### src/rtl/serializer_pkg.sv
// Shared types and helpers for the stream serializer: shifter state encoding
// and the decode from the raw length field to a bit count.
package serializer_pkg;

    typedef enum logic {
        IDLE_S = 1'b0,
        WORK_S = 1'b1
    } ser_state_e;

    // A zero length field stands for a full word; oversized fields saturate.
    function automatic int unsigned decode_len(input int unsigned mod,
                                               input int unsigned width);
        if (mod == 0 || mod > width)
            return width;
        return mod;
    endfunction

endpackage

### src/rtl/ser_shifter.sv
// Serializing datapath: loads a word with its bit count and order, then
// presents one bit per shift, flagging the final bit via a down-counter.
module ser_shifter
    import serializer_pkg::*;
#(
    parameter int unsigned DATA_BUS_WIDTH = 16,
    parameter int unsigned DATA_MOD_WIDTH = $clog2(DATA_BUS_WIDTH)
) (
    input  logic                      clk_i,
    input  logic                      srst_i,
    input  logic                      load_i,
    input  logic                      shift_i,
    input  logic [DATA_BUS_WIDTH-1:0] load_data_i,
    input  logic [DATA_MOD_WIDTH-1:0] load_mod_i,
    input  logic                      load_msb_i,
    output logic                      bit_o,
    output logic                      last_o
);

    localparam int unsigned CNT_W = DATA_MOD_WIDTH + 1;

    logic [DATA_BUS_WIDTH-1:0] shreg_q, shreg_d;
    logic [CNT_W-1:0]          cnt_q, cnt_d;
    logic                      msb_q, msb_d;

    // NOTE: every always_comb output gets a default first so no path leaves it unassigned (no latch).
    always_comb begin
        shreg_d = shreg_q;
        cnt_d   = cnt_q;
        msb_d   = msb_q;
        if (load_i) begin
            shreg_d = load_data_i;
            cnt_d   = CNT_W'(decode_len(32'(load_mod_i), DATA_BUS_WIDTH) - 1);
            msb_d   = load_msb_i;
        end else if (shift_i && cnt_q != '0) begin
            shreg_d = msb_q ? {shreg_q[DATA_BUS_WIDTH-2:0], 1'b0}
                            : {1'b0, shreg_q[DATA_BUS_WIDTH-1:1]};
            cnt_d   = cnt_q - 1'b1;
        end
    end

    // NOTE: sequential state uses non-blocking assignments; data registers are
    // reset too so a word cut off by reset leaves nothing behind.
    always_ff @(posedge clk_i or posedge srst_i) begin
        if (srst_i) begin
            shreg_q <= '0;
            cnt_q   <= '0;
            msb_q   <= 1'b0;
        end else begin
            shreg_q <= shreg_d;
            cnt_q   <= cnt_d;
            msb_q   <= msb_d;
        end
    end

    assign bit_o  = msb_q ? shreg_q[DATA_BUS_WIDTH-1] : shreg_q[0];
    assign last_o = (cnt_q == '0);

endmodule

### src/rtl/stream_serializer.sv
// Parallel-to-serial converter with one pending slot behind the active
// shifter, so back-to-back words stream without idle cycles.
module stream_serializer
    import serializer_pkg::*;
#(
    parameter int unsigned DATA_BUS_WIDTH = 16,
    parameter int unsigned DATA_MOD_WIDTH = $clog2(DATA_BUS_WIDTH),
    parameter int unsigned MIN_LEN        = 3
) (
    input  logic                      clk_i,
    input  logic                      srst_i,
    input  logic [DATA_BUS_WIDTH-1:0] data_i,
    input  logic [DATA_MOD_WIDTH-1:0] data_mod_i,
    input  logic                      msb_first_i,
    input  logic                      data_val_i,
    output logic                      data_rdy_o,
    output logic                      ser_data_o,
    output logic                      ser_data_val_o,
    output logic                      ser_last_o,
    output logic                      busy_o
);

    ser_state_e                state_q, state_d;
    logic                      pend_valid_q, pend_valid_d;
    logic [DATA_BUS_WIDTH-1:0] pend_data_q, pend_data_d;
    logic [DATA_MOD_WIDTH-1:0] pend_mod_q, pend_mod_d;
    logic                      pend_msb_q, pend_msb_d;

    logic                      load;
    logic [DATA_BUS_WIDTH-1:0] load_data;
    logic [DATA_MOD_WIDTH-1:0] load_mod;
    logic                      load_msb;
    logic                      sh_bit, sh_last;
    logic                      accept_keep, last_bit, shifter_free;

    // Short nonzero lengths are consumed by the handshake but never stored.
    assign accept_keep  = data_val_i && data_rdy_o &&
                          !(data_mod_i != '0 && 32'(data_mod_i) < MIN_LEN);
    assign last_bit     = (state_q == WORK_S) && sh_last;
    assign shifter_free = (state_q == IDLE_S) || last_bit;

    always_comb begin
        state_d      = state_q;
        pend_valid_d = pend_valid_q;
        pend_data_d  = pend_data_q;
        pend_mod_d   = pend_mod_q;
        pend_msb_d   = pend_msb_q;
        load         = 1'b0;
        load_data    = data_i;
        load_mod     = data_mod_i;
        load_msb     = msb_first_i;
        // An accept implies the pending slot is empty, so the branches are exclusive.
        if (accept_keep && shifter_free) begin
            load    = 1'b1;
            state_d = WORK_S;
        end else if (accept_keep) begin
            pend_valid_d = 1'b1;
            pend_data_d  = data_i;
            pend_mod_d   = data_mod_i;
            pend_msb_d   = msb_first_i;
        end else if (last_bit && pend_valid_q) begin
            load         = 1'b1;
            load_data    = pend_data_q;
            load_mod     = pend_mod_q;
            load_msb     = pend_msb_q;
            pend_valid_d = 1'b0;
        end else if (last_bit) begin
            state_d = IDLE_S;
        end
    end

    always_ff @(posedge clk_i or posedge srst_i) begin
        if (srst_i) begin
            state_q      <= IDLE_S;
            pend_valid_q <= 1'b0;
            pend_data_q  <= '0;
            pend_mod_q   <= '0;
            pend_msb_q   <= 1'b0;
        end else begin
            state_q      <= state_d;
            pend_valid_q <= pend_valid_d;
            pend_data_q  <= pend_data_d;
            pend_mod_q   <= pend_mod_d;
            pend_msb_q   <= pend_msb_d;
        end
    end

    ser_shifter #(
        .DATA_BUS_WIDTH(DATA_BUS_WIDTH),
        .DATA_MOD_WIDTH(DATA_MOD_WIDTH)
    ) u_shifter (
        .clk_i      (clk_i),
        .srst_i     (srst_i),
        .load_i     (load),
        .shift_i    (state_q == WORK_S),
        .load_data_i(load_data),
        .load_mod_i (load_mod),
        .load_msb_i (load_msb),
        .bit_o      (sh_bit),
        .last_o     (sh_last)
    );

    assign data_rdy_o     = !pend_valid_q;
    assign ser_data_val_o = (state_q == WORK_S);
    assign ser_data_o     = ser_data_val_o && sh_bit;
    assign ser_last_o     = last_bit;
    assign busy_o         = (state_q == WORK_S) || pend_valid_q;

endmodule

### config.mk
export PLATFORM = sky130hd
export DESIGN_NAME = stream_serializer
export DESIGN_NICKNAME = d
export VERILOG_FILES = /design/src/rtl/serializer_pkg.sv /design/src/rtl/ser_shifter.sv /design/src/rtl/stream_serializer.sv
export SDC_FILE = /design/constraint.sdc
export NUM_CORES = 1
export LEC_CHECK = 0
export CAP_MARGIN = 20
export CORE_AREA = 2 2 80 82
export CTS_CLUSTER_SIZE = 8
export DETAILED_ROUTE_END_ITERATION = 16
export DIE_AREA = 0 0 82 84
export GPL_ROUTABILITY_DRIVEN = 0
export GPL_TIMING_DRIVEN = 1
export PLACE_DENSITY = 0.75
export SYNTH_ARGS = -nofsm -noshare
export SYNTH_HDL_FRONTEND = slang
export SYNTH_HIERARCHICAL = 1
export SYNTH_SLANG_ARGS = --single-unit
### constraint.sdc
create_clock -name clk_i -period 3.7 [get_ports clk_i]
set_clock_uncertainty 0.05 [all_clocks]
set_input_delay 0.925 -clock clk_i [delete_from_list [all_inputs] [get_ports clk_i]]
set_output_delay 0.925 -clock clk_i [all_outputs]
set_load 0.01 [all_outputs]
Word level (Yosys, flattened, before mapping):

Cells that the tools add are included.

* register bits after elaboration: 45

* reduce and logical (&&, ||, !) cells: 22
* muxes and demuxes: 29
* add/subtract/negate cells: 2
* bitwise operators: 2
* order comparisons: 1
* eq/ne operators: 2

Operators by type and width (count)
* $mux W16: 6
* $mux W5: 5
* $mux W1: 15
* $mux W4: 3
* $sub A5 B1 Y5 const B: 2
* $logic_and A1 B1 Y1: 8
* $reduce_bool A2 Y1: 3
* $logic_not A5 Y1: 1
* $reduce_bool A5 Y1: 1
* $logic_not A4 Y1: 1
* $lt A4 B2 Y1 const B: 1
* $reduce_and A2 Y1: 2
* $reduce_bool A4 Y1: 1
* $reduce_and A3 Y1: 1
* $logic_not A1 Y1: 2
* $logic_or A1 B1 Y1: 2
* $ne A2 B1 Y1 const B: 1
* $ne A2 B2 Y1 const B: 1
* $not A1 Y1: 2

Logic depth before layout (Yosys ltp):

* word-level depth: 13
* gate-level depth with buffers: 13
* gate-level depth less buffers: 10

Hierarchy:

Netlist, hierarchy kept.

By module, submodules not included
* ser_shifter: cells an instance 130, area each 1340.0 um^2, instances 1
* stream_serializer: cells an instance 93, area each 1263.7 um^2, instances 1

Worst setup path before layout:

Ideal clock, no wire load.

* path type: reg-to-reg
* start: register u_shifter.cnt_q[2]
* end: register u_shifter.cnt_q[4]
* library setup time: 140 ps
* path slack: 272 ps
* period minus slack after synthesis: 3428 ps
* arrival: 3238 ps
* cell stages (with the launch flop): 14
* cell sequence: dfrtp_1 or3_4 nor2_1 nand3_1 buf_2 o31ai_1 buf_2 buf_1 mux2i_1 ha_1 nor4bb_1 o221ai_1 xor2_1 mux2i_1

RTL lines
* start: declaration: line ser_shifter.sv:23 `logic [CNT_W-1:0] cnt_q, cnt_d;`
* start signal: assignment: line ser_shifter.sv:51 `cnt_q <= cnt_d;`
* $logic_not A5 Y1 (*): line ser_shifter.sv:57 `assign last_o = (cnt_q == '0);`
* via sh_last: line stream_serializer.sv:33 `logic sh_bit, sh_last;`
* $logic_and A1 B1 Y1 (*): line stream_serializer.sv:39 `assign last_bit = (state_q == WORK_S) && sh_last;`
* $logic_and A1 B1 Y1: line stream_serializer.sv:61 `end else if (last_bit && pend_valid_q) begin`
* $mux W1: line stream_serializer.sv:61
* $mux W1: line stream_serializer.sv:56 `end else if (accept_keep) begin`
* $mux W1 (*): line stream_serializer.sv:53 `if (accept_keep && shifter_free) begin`
* via load: line stream_serializer.sv:29 `logic load;`
* $mux W5 or $reduce_bool A2 Y1 (tied branches)

Mark *: on every way through the listed nets, which the timed path passes. The rest lies on a longest branch. The select of a mux whose other input is x is not followed.
A chain may end at the register's enable or synchronous reset.

Worst setup path after layout:

* start: input port data_mod_i[0]
* end: register u_shifter.cnt_q[4]

RTL lines
* start: declaration: line stream_serializer.sv:13 `input logic [DATA_MOD_WIDTH-1:0] data_mod_i,`
* $lt A4 B2 Y1 or $reduce_bool A4 Y1 (tied branches): line stream_serializer.sv:38 `!(data_mod_i != '0 && 32'(data_mod_i) < MIN_LEN);`
* $logic_and A1 B1 Y1 (*): line stream_serializer.sv:38
* $logic_not A1 Y1 (*): line stream_serializer.sv:38
* $logic_and A1 B1 Y1 (*): line stream_serializer.sv:37 `assign accept_keep = data_val_i && data_rdy_o &&`
* $mux W1 or $logic_and A1 B1 Y1 (tied branches): line stream_serializer.sv:56, stream_serializer.sv:53
* $mux W1 (*): line stream_serializer.sv:53
* via load: line stream_serializer.sv:29
* $mux W5 or $reduce_bool A2 Y1 (tied branches)

Marks and branches as above.

==> out/metrics.cfg <==
[synthesis]
synth_top_cell_by_area=dfrtp_1
yosys.area.top_type_share_pct=43.2
yosysSeqAreaShare_pct=43.2
synthTopCellsByCount=45 x dfrtp_1, 35 x mux2_2, 25 x nand2_1
yosysMostFrequentCell=dfrtp_1
synth-seq-cells=45
ys.flop_type=dfrtp_1
syn_area_um2=2600
synth_area_leaders=dfrtp_1 43%, mux2_2 15%, mux2_4 10%
ys_async_sr_fraction_pct=100
postSynthAreaPerCell_um2=11.7
synthCells=223
synth_warnings=6
yosysUniqueCellTypes=41
synth_edf_count=0
synth_nets=248

[min_path]
hold_class=register to register

[clock_tree]
cts_setup_buffers=0
h-tree-depth=2
cts.path.max_buffers=2
cts_tree=built
cts_sinks=45
clock_latency_ns=0.31
cts_hold_buf=0
cts_resized=0
numCtsBuffers=5
clk_pin_slew_ns=0.09
cts_root_buf=clkbuf_8

[global_route]
grt_max_degree=45
grt_remaining_overflow=0
antenna_found_initial=0
grt_util_all_layers_pct=15.2
grt_pass1_wl_um=8140
grt_pass1_vias=1709

[final_layout]
regArea_um2=1130
syn2layout_area_growth_pct=18.3
final_util_pct=50.5
fin_nets=274
multi_input_area_um2=1380
fillerInstances=531
fin_cells=327
design_area_um2=3080
n_antenna_cell=0
drive_gt1_share_pct=29.2

[drt]
finalWirelength_um=4960
wire_per_inst_um=15.2
drc=0
drt_pass1_iterations=4
drtAntennaViolNets=0
dr_total_vias=1727
first_iter_violations=99
via_per_inst=5.28

[sta]
maxSlewHeadroom_pct=31.7
drv_slew=0
layout_min_cycle_time_ns=3.38
holdWs_ns=0.462
tightest_slew_ns=1.02
max_freq_mhz=296
finalHoldViolations=0
setup_violations=0
rsz0062_at_grt=false
finalCritPeriodShare_pct=91.4
setup_tns_ns=0

[setup_path]
critPathMostFrequentCell=mux2i_1
crit-reg2reg-launch=u_shifter/cnt_q[2]$_DFFE_PP0P_
worstPathMaxFanout=4
cp_slowest_cell=nor4bb_1
arrival_ns=3.57
cp-startpoint=data_mod_i[0]
critPathCapture=u_shifter/cnt_q[4]$_DFFE_PP0P_
cp_cell_sequence=clkdlybuf4s50_1 > xnor2_1 > nor3_1 > o31ai_4 > mux2i_1 > ha_1 > nor4bb_1 > o221ai_1 > xor2_1 > mux2i_1
cp.buffers_inverters=1
cp.depth=10
path_class=primary input to register
reg2regPathDepth=11
startpoint_type=primary input
critical-path-top-delay-family=simple AND/OR/NAND/NOR gates
cpPeakStageDelay_ns=0.47
crit_required_ns=3.89
r2r_slack_ns=0.40
r2r_end=u_shifter/cnt_q[4]$_DFFE_PP0P_
worstSetupEndpointType=register

[placed_design]
postPlaceCellArea_um2=2930
dpl.cell_count=318
post-dp-hpwl_um=3360
io_buffers=28

[floorplanning]
start_util_pct=42.7
floorplan.rows=29
die_x_um=82
io-pin-count=29
dieArea_um2=6890
core_um2=6100
die_h_um=84

[pwr]
p_leak_nw=1.34
peakVddDrop_mv=0.353
cellPowerDensity_nw_per_um2=782

[run_status]
status=complete, no violations

[run]
max-cap-violations=0

flip-flops by register name, summed over array words and instances, names as in the netlist:
signal / flops
pend_data_q: 16
u_shifter/shreg_q: 16
u_shifter/cnt_q: 5
pend_mod_q: 4
pend_msb_q: 1
pend_valid_q: 1
ser_data_val_o: 1
u_shifter/msb_q: 1
metrics by stage:
step,setup slack [ns],total power [mW]
5_1_grt,0.176,2.57
2_1_floorplan,0.272,1.80
6_report,0.318,2.41
4_1_cts,0.343,2.43
3_3_place_gp,0.197,1.97
3_5_place_dp,0.120,2.02
cell type report:
type	instances	share of cell area (%)
multi-input combinational	158	44.8
clock inverter	2	1.22
tap	77	3.13
timing repair buffer	32	10.7
clock buffer	6	2.68
sequential	45	36.6
inverter	7	0.853
worst reg2reg max path: cells and delay by family (launching register included):
kind / cells / cell delay [ns]
buffers and inverters: 1 / 0.25
DFF: 1 / 0.43
xor gates and xnor gates: 1 / 0.18
adders and majority gates: 1 / 0.23
muxes: 2 / 0.34
and+or+nand+nor: 4 / 1.46
AOI/OAI and AO/OA: 2 / 0.29
how the worst min path moves through the flow:
stage	from	endpoint	slack, ns	cells past startpoint
final	pend_data_q[8]$_DFFE_PP0P_	pend_data_q[8]$_DFFE_PP0P_	0.46	1
after floorplan	pend_data_q[3]$_DFFE_PP0P_	pend_data_q[3]$_DFFE_PP0P_	0.43	1
after global placement	pend_data_q[3]$_DFFE_PP0P_	pend_data_q[3]$_DFFE_PP0P_	0.44	1
after global routing	pend_data_q[2]$_DFFE_PP0P_	pend_data_q[2]$_DFFE_PP0P_	0.47	1
after detailed placement	pend_data_q[7]$_DFFE_PP0P_	pend_data_q[7]$_DFFE_PP0P_	0.44	1
after CTS	pend_data_q[2]$_DFFE_PP0P_	pend_data_q[2]$_DFFE_PP0P_	0.46	1
metal layers:
layer  track usage (%)  share of wire, %  up-vias
met4              6.36               2.2        0
met3              3.35               3.7        9
met2              24.5                49       32
met1              19.4                46      837
met5                 0                 0        -
li1                  -                 -      849
cell usage in the layout, fill, tap and decap left out, types with 3 or more instances in the layout:
| cell type | count |
|---|---|
| mux2_2 | 35 |
| o21ai_0 | 8 |
| inv_1 | 7 |
| mux2_4 | 18 |
| clkbuf_8 | 6 |
| o21ai_1 | 15 |
| nand2_1 | 25 |
| xnor2_1 | 3 |
| mux2i_1 | 19 |
| clkdlybuf4s50_1 | 28 |
| buf_4 | 3 |
| dfrtp_1 | 45 |
cell families after synthesis:
logic type	count (synthesis)	share of synthesized area (%)
buffers and inverters	20	4.28
flip-flops	45	43.2
AO/OA/AOI/OAI	36	8.84
AND/OR/NAND/NOR	45	8.99
adder cells (fa/ha/maj)	1	0.480
multiplexers	72	32.8
XOR/XNOR	4	1.35
report_power, final:
| group | internal, mW | total, mW | switching [mW] |
|---|---|---|---|
| sequential | 0.735 | 0.931 | 0.195 |
| clock | 0.220 | 0.391 | 0.172 |
| combinational | 0.637 | 1.09 | 0.450 |
Power figures use the tool's default switching activity.
